File: config.mk
export PLATFORM = sky130hd
export DESIGN_NAME = acc_serial_tx
export DESIGN_NICKNAME = d
export VERILOG_FILES = /design/src/rtl/acc_serial_tx.sv
export SDC_FILE = /design/constraint.sdc
export NUM_CORES = 1
export LEC_CHECK = 0
export ABC_AREA = 1
export CAP_MARGIN = 15
export CORE_MARGIN = 3
export CORE_UTILIZATION = 30
export CTS_CLUSTER_DIAMETER = 120
export CTS_CLUSTER_SIZE = 20
export DETAILED_ROUTE_END_ITERATION = 10
export RECOVER_POWER = 25
export SETUP_SLACK_MARGIN = 0.1
export SYNTH_ARGS = -nofsm -noshare
export SYNTH_HDL_FRONTEND = slang
export SYNTH_SLANG_ARGS = --single-unit
File: constraint.sdc
create_clock -name clk -period 2.8 [get_ports clk]
set_input_delay 0.42 -clock clk [delete_from_list [all_inputs] [get_ports clk]]
set_output_delay 0.42 -clock clk [all_outputs]
set_load 0.01 [all_outputs]
File: src/rtl/acc_serial_tx.sv
// acc_serial_tx: start/data/stop serial frame transmitter with a complementary line.
// Optional even parity bit: define ACC_SERIAL_TX_PARITY_EN.
module acc_serial_tx #(
    parameter int WIDTH        = 8,
    parameter int CLKS_PER_BIT = 4,
    parameter int CNT_W        = 8
) (
    input  logic             clk,
    input  logic             clr,
    input  logic             load,
    input  logic [WIDTH-1:0] din,
    output logic             ready,
    output logic             busy,
    output logic             done,
    output logic             sout,
    output logic             sout_cmp
);

    localparam int BW = (WIDTH > 1) ? $clog2(WIDTH) : 1;
    localparam logic [CNT_W-1:0] PER_LAST = CNT_W'(CLKS_PER_BIT - 1);
    localparam logic [BW-1:0]    BIT_LAST = BW'(WIDTH - 1);

`ifdef ACC_SERIAL_TX_PARITY_EN
    typedef enum logic [2:0] {
        S_IDLE   = 3'd0,
        S_START  = 3'd1,
        S_DATA   = 3'd2,
        S_PARITY = 3'd3,
        S_STOP   = 3'd4
    } state_t;
`else
    typedef enum logic [2:0] {
        S_IDLE  = 3'd0,
        S_START = 3'd1,
        S_DATA  = 3'd2,
        S_STOP  = 3'd4
    } state_t;
`endif

    state_t             state_q, state_d;
    logic [WIDTH-1:0]   shreg_q, shreg_d;
    logic [WIDTH-1:0]   shreg_shift;
    logic [BW-1:0]      bit_q, bit_d;
    logic [CNT_W-1:0]   per_q, per_d;
    logic               sout_q, sout_d;
    logic               cmp_q;
    logic               done_q, done_d;
    logic               ready_q, ready_d;
    logic               busy_q, busy_d;
    logic               per_end;
`ifdef ACC_SERIAL_TX_PARITY_EN
    logic               par_q, par_d;
`endif

    assign per_end     = (per_q == PER_LAST);
    assign shreg_shift = shreg_q >> 1;

    // State and registered outputs; line and its complement share one edge.
    always_ff @(posedge clk or negedge clr) begin
        if (!clr) begin
            state_q <= S_IDLE;
            shreg_q <= '0;
            bit_q   <= '0;
            per_q   <= '0;
            sout_q  <= 1'b1;
            cmp_q   <= 1'b0;
            done_q  <= 1'b0;
            ready_q <= 1'b1;
            busy_q  <= 1'b0;
`ifdef ACC_SERIAL_TX_PARITY_EN
            par_q   <= 1'b0;
`endif
        end else begin
            state_q <= state_d;
            shreg_q <= shreg_d;
            bit_q   <= bit_d;
            per_q   <= per_d;
            sout_q  <= sout_d;
            cmp_q   <= ~sout_d;
            done_q  <= done_d;
            ready_q <= ready_d;
            busy_q  <= busy_d;
`ifdef ACC_SERIAL_TX_PARITY_EN
            par_q   <= par_d;
`endif
        end
    end

    // Next state, counters and next line value for each frame phase.
    always_comb begin
        state_d = state_q;
        shreg_d = shreg_q;
        bit_d   = bit_q;
        per_d   = per_q;
        sout_d  = sout_q;
        done_d  = 1'b0;
        ready_d = ready_q;
        busy_d  = busy_q;
`ifdef ACC_SERIAL_TX_PARITY_EN
        par_d   = par_q;
`endif
        case (state_q)
            S_IDLE: begin
                sout_d  = 1'b1;
                ready_d = 1'b1;
                busy_d  = 1'b0;
                if (load) begin
                    shreg_d = din;
`ifdef ACC_SERIAL_TX_PARITY_EN
                    par_d   = ^din;
`endif
                    state_d = S_START;
                    sout_d  = 1'b0;
                    per_d   = '0;
                    bit_d   = '0;
                    ready_d = 1'b0;
                    busy_d  = 1'b1;
                end
            end
            S_START: begin
                if (per_end) begin
                    per_d   = '0;
                    state_d = S_DATA;
                    sout_d  = shreg_q[0];
                end else begin
                    per_d = per_q + CNT_W'(1);
                end
            end
            S_DATA: begin
                if (per_end) begin
                    per_d = '0;
                    if (bit_q == BIT_LAST) begin
`ifdef ACC_SERIAL_TX_PARITY_EN
                        state_d = S_PARITY;
                        sout_d  = par_q;
`else
                        state_d = S_STOP;
                        sout_d  = 1'b1;
`endif
                    end else begin
                        shreg_d = shreg_shift;
                        bit_d   = bit_q + BW'(1);
                        sout_d  = shreg_shift[0];
                    end
                end else begin
                    per_d = per_q + CNT_W'(1);
                end
            end
`ifdef ACC_SERIAL_TX_PARITY_EN
            S_PARITY: begin
                if (per_end) begin
                    per_d   = '0;
                    state_d = S_STOP;
                    sout_d  = 1'b1;
                end else begin
                    per_d = per_q + CNT_W'(1);
                end
            end
`endif
            S_STOP: begin
                if (per_end) begin
                    per_d   = '0;
                    bit_d   = '0;
                    state_d = S_IDLE;
                    sout_d  = 1'b1;
                    done_d  = 1'b1;
                    ready_d = 1'b1;
                    busy_d  = 1'b0;
                end else begin
                    per_d = per_q + CNT_W'(1);
                end
            end
            default: begin
                state_d = S_IDLE;
                sout_d  = 1'b1;
                per_d   = '0;
                bit_d   = '0;
                ready_d = 1'b1;
                busy_d  = 1'b0;
            end
        endcase
    end

    assign sout     = sout_q;
    assign sout_cmp = cmp_q;
    assign done     = done_q;
    assign ready    = ready_q;
    assign busy     = busy_q;

endmodule
== Word-level counts from Yosys, hierarchy flattened ==
Cells that the tools add are included.
Word-level totals
  output and inout port bits: 5
  register bits after elaboration: 27
  logic and storage cells: 63
  input bits: 11
Operators by class
  eq/ne operators: 11
  bitwise operators: 3
  reduce and logical (&&, ||, !) cells: 8
  multiplexer cells: 30
  add/subtract/negate cells: 2
Operators by type and width (count)
  2-to-1 mux 8 bit: 5
  case mux 8 bit (2 select lines): 2
  2-to-1 mux 3 bit: 8
  case mux 3 bit (4 select lines): 2
  != test 2 bit (second input constant): 6
  2-to-1 mux 1 bit: 10
  AND reduction 5 bit: 2
  adder 8 x 1 -> 8 bit (second input constant): 1
  == test 8 x 2 -> 1 bit (second input constant): 1
  == test 3 bit (second input constant): 2
  case mux 1 bit (3 select lines): 2
  case mux 1 bit (4 select lines): 1
  AND reduction 4 bit: 1
  adder 3 x 1 -> 3 bit (second input constant): 1
  == test 3 x 1 -> 1 bit (second input constant): 1
  == test 3 x 2 -> 1 bit (second input constant): 1
  zero test 3 bit: 1
  inverter 1 bit: 3
  OR reduction 3 bit: 1
  AND reduction 2 bit: 1
  nonzero test 2 bit: 1
  OR reduction 2 bit: 1

== Longest topological paths before layout ==
  depth in word-level cells: 5
  depth in mapped cells: 8
  depth with buffers taken out: 8

== Least setup slack after synthesis ==
OpenSTA, ideal clock, no wires.
  kind: register -> register
  from: register bit_q[0]
  to: register shreg_q[1]
  slack: 1350 ps
  stages on the path, launching flop included: 8
  data required time: 2684 ps
  data arrival time: 1333 ps
  path through: dfrtp_1 ha_1 ha_1 or2_4 nand2_8 nand2_4 nand2_1 nand2_1
On the way
  cells in the longest elaborated chain, start to end: 3
Ends and longest elaborated chain
  start: declaration: RTL line 43  | logic [BW-1:0] bit_q, bit_d;
  start signal: assignment: RTL line 76  | bit_q <= bit_d;
  == test 3 bit: RTL line 132  | if (bit_q == BIT_LAST) begin
  != test 2 bit (no source line)
  AND reduction 4 bit (no source line)
  end signal: assignment: RTL line 75  | shreg_q <= shreg_d;
  end: declaration: RTL line 41  | logic [WIDTH-1:0] shreg_q, shreg_d;
No other way between the ends.
A chain may end at the register's enable or synchronous reset.

==> impl_metrics.py <==
metrics = {
    "clock_network": {
        "cts_tree": "built",
        "clk_latency_ns": 0.27,
        "post_cts_buffers": 0,
        "cts_buffers": 3,
        "clockBufferDepth": 2,
        "htree_levels": 1,
        "cts-root-buf": "clkbuf_8",
        "ctsHoldBuffers": 0,
        "path_clk_slew_ns": 0.08,
        "clkSinkCount": 27,
        "ctsResizeCount": 0,
    },
    "worst_setup_path": {
        "r2r_cells": 8,
        "worstPathBufferInverterCount": 2,
        "cp_top_family": "buffers and inverters",
        "crit_path_top_delay_cell": "clkbuf_1",
        "cp_max_fo": 27,
        "slowest_delay_ns": 1.05,
        "crit_type": "primary input to asynchronous set/reset pin",
        "end_kind": "asynchronous set/reset pin",
        "r2r_start": "per_q[0]",
        "start_kind": "primary input",
        "critPathRequiredTime_ns": 2.94,
        "r2r_setup_slack_ns": 1.21,
        "worstPathCellList": "dlygate4sd3_1 -> clkbuf_1",
        "critical_path_arrival_ns": 2.00,
        "r2r_end": "bit_q[2]",
    },
    "grt": {
        "grt_pass1_vias": 1182,
        "grt_pass1_wl_um": 5220,
        "grt_util_all_layers": 0.105,
        "antenna_found_initial": 0,
        "grt_max_degree": 28,
        "overflow": 0,
    },
    "run": {
        "max_cap_violations": 0,
    },
    "final_layout": {
        "fillers": 545,
        "final_nets": 230,
        "antenna_cells": 0,
        "area_delta_synth_final_pct": 16.9,
        "drive_above_1_share": 0.107,
        "final_cell_mix": "nand2_1 (76), dfrtp_1 (25), nor2_1 (14), inv_1 (14), clkdlybuf4s50_1 (14)",
        "mostFrequentLayoutCell": "nand2_1",
        "final_util": 0.377,
    },
    "synth": {
        "synthCells": 197,
        "ys_ff_latch": 27,
        "synth_area_um2": 1570,
        "syn_avg_cell_area_um2": 7.99,
        "ys_warn_count": 0,
        "synth_top_area_cell": "dfrtp_1",
        "yosysUniqueCellTypes": 33,
        "yosys.area.top_type_share": 0.397,
        "synth_fp_nets": 211,
        "synth_seq_area_share": 0.431,
        "ys_top_cells_by_area": "dfrtp_1 (40%), nand2_1 (18%), nand3_1 (4.1%)",
    },
    "routing": {
        "wl_um": 2920,
        "antenna_left": 0,
        "vias": 1239,
        "drc": 0,
        "drt_iter0_markers": 66,
        "viasPerCell": 4.39,
        "wl_per_cell_um": 10.4,
        "dr.pass1.iters": 4,
    },
    "power": {
        "p_leak_nw": 0.895,
        "power_w": 0.00137,
        "power.density_nw_per_um2": 743,
        "vdd_drop_max_mv": 0.212,
    },
    "sta": {
        "worstMarginPinSlew_ns": 1.45,
        "max_freq_ghz": 0.536,
        "post-route-period-util": 0.666,
        "drv_slew": 0,
        "final_hold_viol_count": 0,
        "grt_setup_unrepaired": "false",
        "relSlewSlack": 0.0323,
        "setup_tns_ns": 0,
        "period_minus_slack_ns": 1.87,
        "whs_ns": 0.468,
        "finalSetupViolCount": 0,
        "skew_ns": 0.00464,
    },
    "placement": {
        "portBuffers": 15,
        "dp_hpwl_um": 2210,
        "gp_congestion": 0.791,
    },
    "outcome": {
        "status": "finished, final reports clean",
    },
    "die": {
        "core_um2": 4880,
        "ios": 16,
        "start_util": 0.323,
        "die_x_um": 78.4,
        "dieArea_um2": 6150,
        "die_y_um": 78.4,
        "num_rows": 25,
    },
    "worst_hold_path": {
        "min-delay-start": "ready",
        "min_to": "ready",
        "whs_path_depth": 2,
        "min_path_type": "flip-flop to flip-flop",
    },
}
## sequential cells by signal, indices dropped and copies added, names as in the netlist
name and cells:
busy 1, state_q 3, ready 1, shreg_q 8, sout 1, sout_cmp 1, per_q 8, bit_q 3
done 1
## cell usage after synthesis (all sizes together)
cell type	n
or2	2
and2	1
a21oi	4
inv	18
o21ai	11
xor2	3
nor3	1
buf	2
dfrtp	25
o31ai	1
xnor2	2
nor2	20
dfstp	2
nand3b	3
nand2	79
nand3	15
clkinv	1
ha	3
nand4	4
## routing by layer
metal,vias up,global-route usage,wire length (um)
met5,-,0,0
met4,0,0.0210,12
met3,2,0.0321,122
met2,20,0.164,1250
met1,562,0.145,1530
li1,655,-,-
## power breakdown
group	internal [W]	switching [W]
Combinational	0.000236	0.000263
Sequential	0.000537	0.000113
Clock	0.000102	0.000117
Total	0.000875	0.000493
## worst max path at each step
stage,start,to,cells past startpoint
floorplan,bit_q[0],shreg_q[1],7
global placement,load,state_q[2],7
detailed placement,load,state_q[2],7
CTS,ready,ready,1
global route,clr,per_q[3],2
finish,clr,per_q[3],2
## per-stage QoR
stage / cell area, um^2 / instances / setup WS [ns]
2_1_floorplan: 1570 / 197 / 1.35
3_3_place_gp: 1800 / 278 / 1.12
3_5_place_dp: 1800 / 278 / 1.12
4_1_cts: 1840 / 282 / 1.03
5_1_grt: 1840 / 282 / 0.623
6_report: 1840 / 282 / 0.935
## cell families after synthesis
kind of cell,synth area share
xor gates and xnor gates,0.0278
and+or+nand+nor,0.398
buffers and inverters,0.0572
AOI/OAI and AO/OA,0.0620
adders and majority gates,0.0238
DFF,0.431
## area by class of cell
class                           count  area, um^2  share of cell area
Clock buffer                        4        45.0              0.0245
Inverter                           19        73.8              0.0401
Multi-Input combinational cell    149         806               0.438
Sequential cell                    27         678               0.368
Tap cell                           67        83.8              0.0455
Timing Repair Buffer               16         154              0.0836
Power figures use the tool's default switching activity.
==> RTL change, RTL diff (config.mk and constraints unchanged) <==
Change the parameter `WIDTH` from 8 to 16.
--- a/src/rtl/acc_serial_tx.sv
+++ b/src/rtl/acc_serial_tx.sv
@@ -3,3 +3,3 @@
 module acc_serial_tx #(
-    parameter int WIDTH        = 8,
+    parameter int WIDTH        = 16,
     parameter int CLKS_PER_BIT = 4,
Ports: changed (resized din); port bits go from 16 to 24. No check against the original RTL was run, so the function may have changed too.
==> RTL change against the unedited design <==
  * Sequential cell count increased by 9
  * Via count grew 30%
  * Wire length grew 37%
  * Worst setup slack lost 53 ps
  * Clock skew hardly changed
  * Synthesized area increased by 30%
  * Count of clock-buffer cells in the layout grew 4
  * Design area is 31% higher
  * Total power increased by 63%
  * Highest routed layer unchanged
  * Core utilization is 0.46 points lower
  * Critical endpoint is now shreg_q[9]$_DFFE_PN0P_
  * Critical path type is now flop to flop
  * Fmax is 2.8% lower
  * Final cell count is 29% higher
  * Worst hold slack improved by 31 ps
==> RTL change: results <==
INSERT INTO impl_metrics (metric_group, metric, value, unit) VALUES
('sta', 'timing.max_slew.rel_slack', '0.398', ''),
('cts', 'h-tree-depth', '2', ''),
('finish', 'multi_input_area_share', '0.390', ''),
('yosys', 'ys_seq_area_frac', '0.442', ''),
('cts', 'clk-insertion-delay-late', '290', 'ps'),
('global_routing', 'grt_pass1_vias', '1628', ''),
('finish', 'layout_inverter_count_without_the_clock_tree', '38', ''),
('power_and_ir_drop', 'share_seq_of_total_power', '0.359', ''),
('power_and_ir_drop', 'p_comb', '1.04', 'mW'),
('finish', 'seq_area_frac', '0.375', ''),
('yosys', 'ys_top_cells_by_count', '76 x sky130_fd_sc_hd__nand2_1, 34 x sky130_fd_sc_hd__dfrtp_1, 32 x sky130_fd_sc_hd__inv_1', ''),
('finish', 'layout.nets', '308', ''),
('hold_path', 'min_from', 'bit_q[3]$_DFFE_PN0P_', ''),
('worst_setup_path', 'crit_slowest_cell', 'sky130_fd_sc_hd__nor2_8', ''),
('sta', 'post-route-min-period', '1920', 'ps'),
('placement', 'preCtsSetupSlack', '720', 'ps'),
('worst_setup_path', 'r2r.worst_path.cells', '7', ''),
('drt', 'drt-initial-drc-count', '90', ''),
('placement', 'dp_cells', '357', ''),
('worst_setup_path', 'max_stage_delay', '450', 'ps'),
('finish', 'num-nonclk-buffers', '24', ''),
('outcome', 'outcome', 'finished clean', ''),
('worst_setup_path', 'cp_top_family', 'simple AND/OR/NAND/NOR gates', ''),
('power_and_ir_drop', 'swShare', '0.421', ''),
('cts', 'cts.sink_count', '36', '');
RTL change: metrics by stage:
| stage | cell area [sq um] | hold WS [ps] |
|---|---|---|
| CTS | 2410 | 501 |
| detailed placement | 2320 | 484 |
| global placement | 2320 | 465 |
| finish | 2410 | 499 |
| global route | 2410 | 513 |
| floorplan | 2040 | 124 |
RTL change: per-layer routing:
metal	global-route usage	vias to the layer above	wire length [um]
met5	0	-	0
met4	0.0412	0	50
met3	0.0372	4	231
met2	0.174	37	1640
met1	0.167	706	2080
li1	-	869	-
RTL change: cells by family (layout without fill, tap and decap cells):
group                    Yosys count  count (layout)  share of synthesized area
AO/OA/AOI/OAI                     40              40                      0.127
buffers and inverters             44              70                     0.0980
AND/OR/NAND/NOR                  139             139                      0.316
XOR/XNOR                           1               1                    0.00429
flip-flops                        36              36                      0.442
adder cells (fa/ha/maj)            2               2                     0.0123
